**config.mk**
```make
export PLATFORM = sky130hd
export DESIGN_NAME = retire_commit_flat
export DESIGN_NICKNAME = d
export VERILOG_FILES = /design/src/rtl/rename_pkg.sv /design/src/rtl/retire_commit_if.sv /design/src/rtl/rat_walker.sv /design/src/rtl/retire_commit.sv /design/src/flat_wrapper.sv
export SDC_FILE = /design/constraint.sdc
export NUM_CORES = 1
export LEC_CHECK = 0
export ABC_AREA = 0
export CAP_MARGIN = 30
export CORE_ASPECT_RATIO = 1.2
export CORE_UTILIZATION = 45
export CTS_CLUSTER_SIZE = 40
export DETAILED_ROUTE_END_ITERATION = 12
export PLACE_DENSITY_LB_ADDON = 0.05
export SETUP_SLACK_MARGIN = 0.4
export SLEW_MARGIN = 20
export SYNTH_ARGS = -nofsm -noshare
export SYNTH_HDL_FRONTEND = slang
export SYNTH_SLANG_ARGS = --single-unit
export TNS_END_PERCENT = 10
```
**constraint.sdc**
```tcl
create_clock -name clk -period 3.7 [get_ports clk]
set_input_delay 0.74 -clock clk [delete_from_list [all_inputs] [get_ports clk]]
set_output_delay 0.74 -clock clk [all_outputs]
set_load 0.01 [all_outputs]
```
**src/rtl/rename_pkg.sv**
```systemverilog
// Types shared by the rename and retire stages of the 2-wide core.
package rename_pkg;

    localparam int NUM_ARCH_REGS = 32;
    localparam int AREG_W        = 5;
    localparam int PREG_W        = 6;

    typedef logic [PREG_W-1:0] preg_t;
    typedef logic [AREG_W-1:0] areg_t;

    // One ROB head slot as seen by retirement.
    typedef struct packed {
        logic  valid;
        logic  done;
        logic  exception;
        areg_t rd;
        preg_t p_rd;
        preg_t p_old_rd;
    } rob_head_t;

    typedef enum logic [1:0] {
        RUN  = 2'd0,
        WALK = 2'd1,
        DONE = 2'd2
    } retire_state_e;

endpackage

```
**src/rtl/retire_commit_if.sv**
```systemverilog
// Bundle between the ROB head / rename side and the retirement stage.
interface retire_commit_if
    import rename_pkg::*;
#(
    parameter int NUM_PHYSICAL_REGISTERS = 64,
    parameter int RECOVER_LANES          = 4
);
    rob_head_t                         head0;
    rob_head_t                         head1;
    logic [1:0]                        commit_count;
    logic [NUM_PHYSICAL_REGISTERS-1:0] free_mask;
    preg_t                             arch_rat [NUM_ARCH_REGS];
    logic                              flush;
    logic                              recover_rat_we;
    areg_t                             recover_rat_idx;
    preg_t                             recover_rat_data [RECOVER_LANES];
    logic                              recover_done;
    logic [NUM_PHYSICAL_REGISTERS-1:0] recover_free_pool;

    // ROB / rename side: presents the head entries, consumes retirement results.
    modport master (
        output head0, head1,
        input  commit_count, free_mask, arch_rat, flush, recover_rat_we,
               recover_rat_idx, recover_rat_data, recover_done, recover_free_pool
    );

    // Retirement stage side.
    modport slave (
        input  head0, head1,
        output commit_count, free_mask, arch_rat, flush, recover_rat_we,
               recover_rat_idx, recover_rat_data, recover_done, recover_free_pool
    );
endinterface

```
**src/rtl/rat_walker.sv**
```systemverilog
// Streams the architectural RAT into the speculative RAT a group at a time
// and rebuilds the free pool from every mapping it emitted.
module rat_walker
    import rename_pkg::*;
#(
    parameter int NUM_PHYSICAL_REGISTERS = 64,
    parameter int RECOVER_LANES          = 4
) (
    input  logic                              clk,
    input  logic                              rst_n,
    input  logic                              start,
    input  preg_t                             arch_rat [NUM_ARCH_REGS],
    output logic                              we,
    output areg_t                             idx,
    output preg_t                             data [RECOVER_LANES],
    output logic                              last,
    output logic [NUM_PHYSICAL_REGISTERS-1:0] free_pool
);
    localparam int NP      = NUM_PHYSICAL_REGISTERS;
    localparam int NGROUPS = NUM_ARCH_REGS / RECOVER_LANES;
    localparam int K_W     = (NGROUPS > 1) ? $clog2(NGROUPS) : 1;
    // Reset pool: every register above the 32 initial identity mappings is free.
    localparam logic [NP-1:0] POOL_RST = {{(NP-32){1'b1}}, 32'b0};

    logic           active_q;
    logic [K_W-1:0] k_q;
    logic [NP-1:0]  used_q;
    logic [NP-1:0]  pool_q;
    logic [NP-1:0]  group_mask;

    assign we        = active_q;
    assign idx       = areg_t'(int'(k_q) * RECOVER_LANES);
    assign last      = active_q && (k_q == K_W'(NGROUPS - 1));
    assign free_pool = pool_q;

    // One restore lane per generated slot; the RAT is frozen during the walk.
    for (genvar gi = 0; gi < RECOVER_LANES; gi++) begin : g_lane
        assign data[gi] = arch_rat[areg_t'(int'(k_q) * RECOVER_LANES + gi)];
    end

    // Physical registers named by the group currently being emitted.
    always_comb begin
        group_mask = '0;
        for (int j = 0; j < RECOVER_LANES; j++) begin
            group_mask = group_mask | (NP'(1) << data[j]);
        end
    end

    // Group counter, used-mask accumulation and free-pool capture on the last group.
    always_ff @(posedge clk or negedge rst_n) begin
        if (!rst_n) begin
            active_q <= 1'b0;
            k_q      <= '0;
            used_q   <= '0;
            pool_q   <= POOL_RST;
        end else if (start) begin
            active_q <= 1'b1;
            k_q      <= '0;
            used_q   <= '0;
        end else if (active_q) begin
            used_q <= used_q | group_mask;
            k_q    <= k_q + K_W'(1);
            if (last) begin
                active_q <= 1'b0;
                k_q      <= '0;
                // p0 is hard-wired to x0 and never enters the pool.
                pool_q   <= ~(used_q | group_mask) & ~NP'(1);
            end
        end
    end

endmodule

```
**src/rtl/retire_commit.sv**
```systemverilog
// In-order 2-wide retirement: updates the architectural RAT, frees superseded
// physical registers, and on a head exception flushes and restores rename state.
module retire_commit
    import rename_pkg::*;
#(
    parameter int NUM_PHYSICAL_REGISTERS = 64,
    parameter int RECOVER_LANES          = 4
) (
    input  logic            clk,
    input  logic            rst_n,
    retire_commit_if.slave  bus
);
    localparam int NP = NUM_PHYSICAL_REGISTERS;

    retire_state_e state_q, state_d;
    preg_t         arch_rat_q [NUM_ARCH_REGS];
    preg_t         arch_rat_d [NUM_ARCH_REGS];
    logic [NP-1:0] free_mask_q, free_mask_d;
    logic          flush_q;
    logic          c0, c1, exc0, walk_start, walk_last;

    assign bus.arch_rat     = arch_rat_q;
    assign bus.free_mask    = free_mask_q;
    assign bus.flush        = flush_q;
    assign bus.recover_done = (state_q == DONE);

    rat_walker #(
        .NUM_PHYSICAL_REGISTERS(NUM_PHYSICAL_REGISTERS),
        .RECOVER_LANES         (RECOVER_LANES)
    ) u_walker (
        .clk      (clk),
        .rst_n    (rst_n),
        .start    (walk_start),
        .arch_rat (arch_rat_q),
        .we       (bus.recover_rat_we),
        .idx      (bus.recover_rat_idx),
        .data     (bus.recover_rat_data),
        .last     (walk_last),
        .free_pool(bus.recover_free_pool)
    );

    // Commit decision and next state; ROB inputs only matter in RUN.
    always_comb begin
        state_d          = state_q;
        c0               = 1'b0;
        c1               = 1'b0;
        exc0             = 1'b0;
        walk_start       = 1'b0;
        bus.commit_count = 2'd0;
        case (state_q)
            RUN: begin
                c0   = bus.head0.valid & bus.head0.done & ~bus.head0.exception;
                c1   = c0 & bus.head1.valid & bus.head1.done & ~bus.head1.exception;
                exc0 = bus.head0.valid & bus.head0.done & bus.head0.exception;
                bus.commit_count = {1'b0, c0} + {1'b0, c1};
                if (exc0) begin
                    state_d    = WALK;
                    walk_start = 1'b1;
                end
            end
            WALK: begin
                if (walk_last) state_d = DONE;
            end
            DONE: begin
                state_d = RUN;
            end
            default: begin
                state_d = RUN;
            end
        endcase
    end

    // Architectural RAT and freed-register updates; slot1 applied last so it wins on equal rd.
    always_comb begin
        arch_rat_d  = arch_rat_q;
        free_mask_d = '0;
        if (c0 && (bus.head0.rd != '0)) begin
            arch_rat_d[bus.head0.rd] = bus.head0.p_rd;
            free_mask_d = free_mask_d | (NP'(1) << bus.head0.p_old_rd);
        end
        if (c1 && (bus.head1.rd != '0)) begin
            arch_rat_d[bus.head1.rd] = bus.head1.p_rd;
            free_mask_d = free_mask_d | (NP'(1) << bus.head1.p_old_rd);
        end
        free_mask_d[0] = 1'b0;
    end

    // State, RAT, free pulse and flush pulse registers.
    always_ff @(posedge clk or negedge rst_n) begin
        if (!rst_n) begin
            state_q     <= RUN;
            free_mask_q <= '0;
            flush_q     <= 1'b0;
            for (int i = 0; i < NUM_ARCH_REGS; i++) begin
                arch_rat_q[i] <= preg_t'(i);
            end
        end else begin
            state_q     <= state_d;
            free_mask_q <= free_mask_d;
            flush_q     <= walk_start;
            arch_rat_q  <= arch_rat_d;
        end
    end

endmodule

```
**src/flat_wrapper.sv**
```systemverilog
// flat-port wrapper written by rule: the top's interface ports become plain ports
module retire_commit_flat import rename_pkg::*;
#(
    parameter int NUM_PHYSICAL_REGISTERS = 64,
    parameter int RECOVER_LANES          = 4
)
  (clk, rst_n, bus_head0, bus_head1, bus_commit_count, bus_free_mask, bus_arch_rat, bus_flush, bus_recover_rat_we, bus_recover_rat_idx, bus_recover_rat_data, bus_recover_done, bus_recover_free_pool);
  retire_commit_if #(.NUM_PHYSICAL_REGISTERS(NUM_PHYSICAL_REGISTERS), .RECOVER_LANES(RECOVER_LANES)) bus_i ();
  input  logic clk;
  input  logic rst_n;
  input wire logic [$bits(bus_i.head0)-1:0] bus_head0;
  input wire logic [$bits(bus_i.head1)-1:0] bus_head1;
  output wire logic [$bits(bus_i.commit_count)-1:0] bus_commit_count;
  output wire logic [$bits(bus_i.free_mask)-1:0] bus_free_mask;
  output wire logic [$bits(bus_i.arch_rat)-1:0] bus_arch_rat;
  output wire logic [$bits(bus_i.flush)-1:0] bus_flush;
  output wire logic [$bits(bus_i.recover_rat_we)-1:0] bus_recover_rat_we;
  output wire logic [$bits(bus_i.recover_rat_idx)-1:0] bus_recover_rat_idx;
  output wire logic [$bits(bus_i.recover_rat_data)-1:0] bus_recover_rat_data;
  output wire logic [$bits(bus_i.recover_done)-1:0] bus_recover_done;
  output wire logic [$bits(bus_i.recover_free_pool)-1:0] bus_recover_free_pool;
  assign bus_i.head0 = bus_head0;
  assign bus_i.head1 = bus_head1;
  assign bus_commit_count = bus_i.commit_count;
  assign bus_free_mask = bus_i.free_mask;
  assign bus_arch_rat = {>>{bus_i.arch_rat}};
  assign bus_flush = bus_i.flush;
  assign bus_recover_rat_we = bus_i.recover_rat_we;
  assign bus_recover_rat_idx = bus_i.recover_rat_idx;
  assign bus_recover_rat_data = {>>{bus_i.recover_rat_data}};
  assign bus_recover_done = bus_i.recover_done;
  assign bus_recover_free_pool = bus_i.recover_free_pool;
  retire_commit #(.NUM_PHYSICAL_REGISTERS(NUM_PHYSICAL_REGISTERS), .RECOVER_LANES(RECOVER_LANES)) u_core (.clk(clk), .rst_n(rst_n), .bus(bus_i));
endmodule
```
* Word-level counts from Yosys, hierarchy flattened *
Index checks and enable logic that the tools add are counted.

storage, ports and cells
  bits of input ports = 42
  output and inout bits = 354
  register bits after elaboration = 389

cells by class
  reduce and logical (&&, ||, !) cells = 11
  shifts and indexed selects = 6
  $add $sub $neg = 5
  multiplexer cells = 38
  bitwise operators = 21
  equality and inequality tests = 5
  order comparisons = 8

operator list
  kind                  count
  $bwmux 192            2
  $mux 192              2
  $shl 1x6->64 const A  6
  $or 64x64->64         5
  $mux 64               4
  $bmux 6 s5            4
  $not 64->64           1
  $demux 6 s5           2
  $mux 6                10
  $ge 6x6->1 const B    6
  $not 5->6             6
  $lt 6x1->1 const B    2
  $add 5x2->5 const B   2
  $reduce_bool 5->1     2
  $mux 3                3
  $mux 1                7
  $and 1x1->1           6
  $mux 2                3
  $add 5x1->5 const B   1
  $logic_and 1x1->1     5
  $pmux 2 s2            1
  $add 3x1->3 const B   1
  $eq 3x3->1 const B    1
  $not 1->1             3
  9 further kinds       9

* Longest topological paths before layout *
  depth after elaboration = 12
  mapped depth = 12
  gate-level depth less buffers = 7

* Modules after synthesis *
A second synthesis with hierarchy kept.

second synthesis, totals
  cell total of the unflattened synthesis = 2112
  area, all modules = 21664.5 µm²

modules (own cells, without submodules)
  module         cells each  area each (µm²)  instances
  retire_commit  1271        12908.6          1
  rat_walker     841         8755.9           1

* Worst setup path before layout *
Ideal clock, no wire load.

  path type = reg-to-reg
  start = register u_core.u_walker.k_q[0]
  end = register u_core.u_walker.pool_q[24], in the netlist u_core.u_walker.free_pool[24]
  arrival time = 2.816 ns
  stages on the path, launching flop included = 11
  buffers on the path = 3
  path slack = 0.759 ns
  setup time = 0.125 ns
  data required time = 3.575 ns
  period minus slack after synthesis = 2.941 ns
  cells stage by stage = dfrtp_1 buf_2 buf_6 buf_6 mux4_2 mux2i_4 inv_4 nor4_2 a22oi_1 and3_1 mux2_2

on the way
  elaborated cells between the ends (all ways) = 31
  those cells by class = add/sub: 3; eq/ne: 1; shift: 4; mux: 12; bitwise: 9; reduce/logical: 2

RTL lines
  what                                       line                source
  start, declared                            rat_walker.sv:26    logic [K_W-1:0] k_q;
  start signal, assigned                     rat_walker.sv:62    k_q <= k_q + K_W'(1);
  $add 5x2->5                                rat_walker.sv:38    assign data[gi] = arch_rat[areg_t'(int'(k_q) * RECOVER_LANES + gi)];
  $not 5->6 (not written as such)            rat_walker.sv:38
  $bmux 6 s5                                 rat_walker.sv:38
  $mux 6 (not written as such) (2 in a row)  rat_walker.sv:38
  via bus_recover_rat_data[6]                flat_wrapper.sv:19  output wire logic [$bits(bus_i.recover_rat_data)-1:0] bus_recover_rat_data;
  $shl 1x6->64                               rat_walker.sv:45    group_mask = group_mask | (NP'(1) << data[j]);
  $or 64x64->64 (2 in a row)                 rat_walker.sv:45
  $or 64x64->64                              rat_walker.sv:67    pool_q <= ~(used_q | group_mask) & ~NP'(1);
  $not 64->64                                rat_walker.sv:67
  end signal, assigned                       rat_walker.sv:67
  end, declared                              rat_walker.sv:28    logic [NP-1:0] pool_q;

The timed path passes the listed nets, and every way through them passes these cells. The select of a mux whose other input is x is not followed.
A chain may end at the register's enable or synchronous reset.

* Worst setup path after layout *
  start = register u_core.u_walker.k_q[0]
  end = output bus_recover_rat_data[12]

on the way
  longest elaborated chain between the ends = 5

ends and longest elaborated chain
  what                                       line
  $add 5x1->5                                rat_walker.sv:38
  $not 5->6 (not written as such)            rat_walker.sv:38
  $bmux 6 s5                                 rat_walker.sv:38
  $mux 6 (not written as such) (2 in a row)  rat_walker.sv:38
  end, declared                              flat_wrapper.sv:19

No other way between the ends. The select of a mux whose other input is x is not followed.

==> qor_table.md <==
| Result | Reported | Unit |
|---|---|---|
| CTS tree | yes | - |
| FP Rows | 84 | - |
| Crit path required time | 2.96 | ns |
| Setup total negative slack | 0 | ns |
| Global-route wire length before repair | 120.3 | mm |
| Port bufs | 391 | - |
| FF+latch count, synth | 388 | - |
| Post-detailed-route DRC marker count | 0 | - |
| Non-Filler Instances | 3023 | - |
| Layout overhead on the synthesized area | 34.21 | % |
| Worst Clk Skew | 0.02214 | ns |
| Power Density | 561.6 | mW/mm^2 |
| Total length of routed wires | 82.48 | mm |
| Worst hold path class | in2async | - |
| Core Box Area | 0.04404 | sq mm |
| Number of vias per cell | 6.116 | - |
| Part of the cycle the worst path needs | 93.54 | % |
| Register-to-Register Path Depth | 9 | - |
| Fill count | 3744 | - |
| Worst Path Class, Setup | reg2out | - |
| Fraction of post-synthesis cell area in the top cell type by area | 34.20 | % |
| Post-synthesis sequential area ratio | 48.77 | % |
| Starting density of the core | 45.86 | % |
| Post-synth cell types | 49 | - |
| Overall die area | 0.04573 | sq mm |
| Number of warning messages in the yosys log | 0 | - |
| Final min period | 3.461 | ns |
| Total number of H-tree levels | 2 | - |
| Register-to-register setup slack | 0.44 | ns |
| All-Layer GR Usage | 35.72 | % |
| Leading register cell type out of synthesis | sky130_fd_sc_hd__dfrtp_1 | - |
| EDFF count, synth | 0 | - |
| Initial antenna violation count | 2 | - |
| First-pass iteration count of the detailed router | 6 | - |
| CTS clk-pin slew, worst paths | 0.06 | ns |
| RSZ-0062 raised after global routing | true | - |
| Pwr Total | 15.22 | mW |
| Reg-to-Reg Start | u_core.u_walker.k_q[0] | - |
| Sink count of the clock tree | 388 | - |
| Area of the mapped netlist | 0.02020 | sq mm |
| Count of mapped cells out of synthesis | 1970 | - |
| Total gr overflow | 0 | - |
| Source-to-sink clock delay at the later pin of the worst-skew pair | 0.59 | ns |
| Leakage Power | 12.11 | nW |
| Arrival time at the worst endpoint | 2.72 | ns |
| Final count of hold timing violations | 0 | - |
| Slew at the pin closest to its max-slew limit | 0.9118 | ns |
| Maximum clock frequency | 288.9 | MHz |
| Placed cell areas | 0.02548 | sq mm |
| Maxcap violations | 0 | - |
| Largest area contributor in the netlist | sky130_fd_sc_hd__dfrtp_1 | - |
| Worst relative slew slack | 38.99 | % |
| Critical Path Start Type | register | - |
| Number of nets in the final layout | 2474 | - |
| Pin count of the biggest net entering global routing | 95 | - |
| Total via count in the routed design | 18490 | - |
| R2R Path End | u_core.u_walker.used_q[40] | - |
| Top cells by area in the synthesized netlist | sky130_fd_sc_hd__dfrtp_1 34%, sky130_fd_sc_hd__dfstp_2 15%, sky130_fd_sc_hd__mux2i_1 9.4% | - |
| Sort of element at the end of the critical path | output pin | - |
| Placed wire-length estimate | 58.82 | mm |
| CTS Buffer Depth | 3 | - |
| Antenna violation net count after detailed routing | 0 | - |
| Chip Height | 234.1 | um |
| GPL Wtd Cong | 1.011 | - |
| Worst-case vdd ir drop | 0.3305 | mV |
| Number of buffers created by CTS | 43 | - |
| Routed wirelength normalized by instance count | 27.28 | um |
| Most frequently used cell type in the post-synthesis netlist | sky130_fd_sc_hd__dfrtp_1 | - |
| Via count of the first global-routing pass | 18220 | - |
| CTS Root Cell | sky130_fd_sc_hd__clkbuf_16 | - |
| Placed cell count | 2919 | - |
| First-iteration detailed-routing DRC count | 1831 | - |
| Post-route core utilization | 61.55 | % |
| Top-Level Pins | 396 | - |
| CTS Hold Bufs | 0 | - |
| Pins Over Slew Limit | 0 | - |
| Setup Viol. Count Final | 0 | - |
| Outcome | complete, no violations | - |
| Layout cell share with drive strength beyond 1 | 19.78 | % |
| Async set or reset register ratio after synthesis | 100.0 | % |
| Most numerous cell types in the synthesized netlist | 276 x sky130_fd_sc_hd__dfrtp_1, 224 x sky130_fd_sc_hd__nand2_1, 189 x sky130_fd_sc_hd__a21oi_1, 189 x sky130_fd_sc_hd__mux2i_1, 153 x sky130_fd_sc_hd__o21ai_0 | - |
| Design Area, Final | 0.02710 | sq mm |
| Critical-path maximum fanout | 9 | - |
| Horizontal die dimension | 195.4 | um |
| Syn_area_per_cell | 10.25 | sq um |
[registers in the layout, summed over array words and instances (netlist names)]
register,cells
u_core.bus.arch_rat,192
u_core.bus.free_mask,63
u_core.u_walker.free_pool,63
u_core.u_walker.used_q,63
u_core.u_walker.k_q,3
u_core.state_q,2
u_core.bus.flush,1
u_core.u_walker.we,1
[kinds of logic (layout without fill, tap and decap cells)]
| kind of cell | Yosys count | in the layout | share of synthesized area [%] |
|---|---|---|---|
| flops | 388 | 388 | 48.77 |
| compound gates | 533 | 533 | 15.88 |
| simple gates | 600 | 600 | 14.34 |
| mux | 261 | 261 | 17.01 |
| buf+inv | 184 | 673 | 3.798 |
| other cells | 1 | 6 | 0.01857 |
| fa+ha+maj | 3 | 3 | 0.1859 |
[power by group]
group          leakage [nW]  switching (mW)  internal, mW
logic                  6.54            2.87          2.50
clock network         0.683            1.86          2.41
registers              4.89           0.537          5.04
total                  12.1            5.27          9.95
[metal layers]
metal / GRT usage [%] / up-vias / wire length [um]
li1: - / 8107 / -
met1: 43.63 / 9218 / 30970
met2: 59.71 / 949 / 40430
met3: 6.256 / 216 / 6047
met4: 20.96 / 0 / 5032
met5: 0 / - / 0
[layout by cell type, fill, tap and decap left out, types with 9 or more instances in the layout]
cell type,instances
sky130_fd_sc_hd__a21oi_1,189
sky130_fd_sc_hd__a22o_1,22
sky130_fd_sc_hd__a22oi_1,42
sky130_fd_sc_hd__and2_1,19
sky130_fd_sc_hd__and3_1,19
sky130_fd_sc_hd__buf_12,9
sky130_fd_sc_hd__buf_4,169
sky130_fd_sc_hd__clkbuf_1,12
sky130_fd_sc_hd__clkbuf_16,43
sky130_fd_sc_hd__clkdlybuf4s50_1,369
sky130_fd_sc_hd__dfrtp_1,272
sky130_fd_sc_hd__dfstp_2,112
sky130_fd_sc_hd__dlygate4sd2_1,19
sky130_fd_sc_hd__inv_2,10
sky130_fd_sc_hd__inv_4,9
sky130_fd_sc_hd__mux2i_1,188
sky130_fd_sc_hd__mux2i_4,17
sky130_fd_sc_hd__mux4_2,48
sky130_fd_sc_hd__nand2_1,224
sky130_fd_sc_hd__nand3_1,59
sky130_fd_sc_hd__nand4b_1,15
sky130_fd_sc_hd__nor2_1,146
sky130_fd_sc_hd__nor2b_1,20
sky130_fd_sc_hd__nor3_1,14
sky130_fd_sc_hd__nor4_1,33
sky130_fd_sc_hd__nor4_2,17
sky130_fd_sc_hd__o211a_1,41
sky130_fd_sc_hd__o21ai_0,153
sky130_fd_sc_hd__o22ai_1,63
[how the worst max path moves through the flow]
stage | endpoint | start | depth (start not counted)
global placement | u_core.bus.arch_rat[125] | bus_head0[17] | 8
detailed placement | u_core.bus.arch_rat[122] | bus_head0[19] | 8
CTS | bus_recover_rat_data[12] | u_core.u_walker.k_q[0] | 5
finish | bus_recover_rat_data[12] | u_core.u_walker.k_q[0] | 5
global route | bus_recover_rat_data[6] | u_core.u_walker.k_q[0] | 5
floorplan | u_core.u_walker.free_pool[24] | u_core.u_walker.k_q[0] | 10
[final cells by class]
| type | count | area, sq um | share of cell area (%) |
|---|---|---|---|
| antenna | 2 | 5.005 | 0.01846 |
| clock buffer | 63 | 1231 | 4.542 |
| clock inverter | 15 | 162.7 | 0.6001 |
| inverter | 22 | 105.1 | 0.3878 |
| multi-input combinational | 1401 | 9641 | 35.57 |
| sequential | 388 | 9859 | 36.38 |
| tap | 559 | 699.4 | 2.580 |
| timing repair buffer | 573 | 5401 | 19.93 |
[stage by stage]
stage | hold slack [ns] | worst slack, ns
final | 0.1305 | 0.2390
after global routing | 0.1710 | 0.1926
after CTS | 0.1464 | 0.2137
after detailed placement | 0.3877 | 0.01166
after global placement | 0.3917 | 0.07680
after floorplan | 0.4444 | 0.7591
[what timing repair did]
item	4_1_cts	5_1_grt
gates cloned	1	0
resized for setup	34	2
buffers inserted	21	1
setup endpoints to repair	27	26
[critical path, cell delays in order (launching register included)]
cell                              delay, ns
sky130_fd_sc_hd__dfrtp_4               0.50
sky130_fd_sc_hd__buf_12                0.17
sky130_fd_sc_hd__mux4_2                0.57
sky130_fd_sc_hd__mux2i_4               0.27
sky130_fd_sc_hd__inv_4                 0.13
sky130_fd_sc_hd__clkdlybuf4s50_1       0.50
No activity file was read; power rests on OpenSTA's default activity.
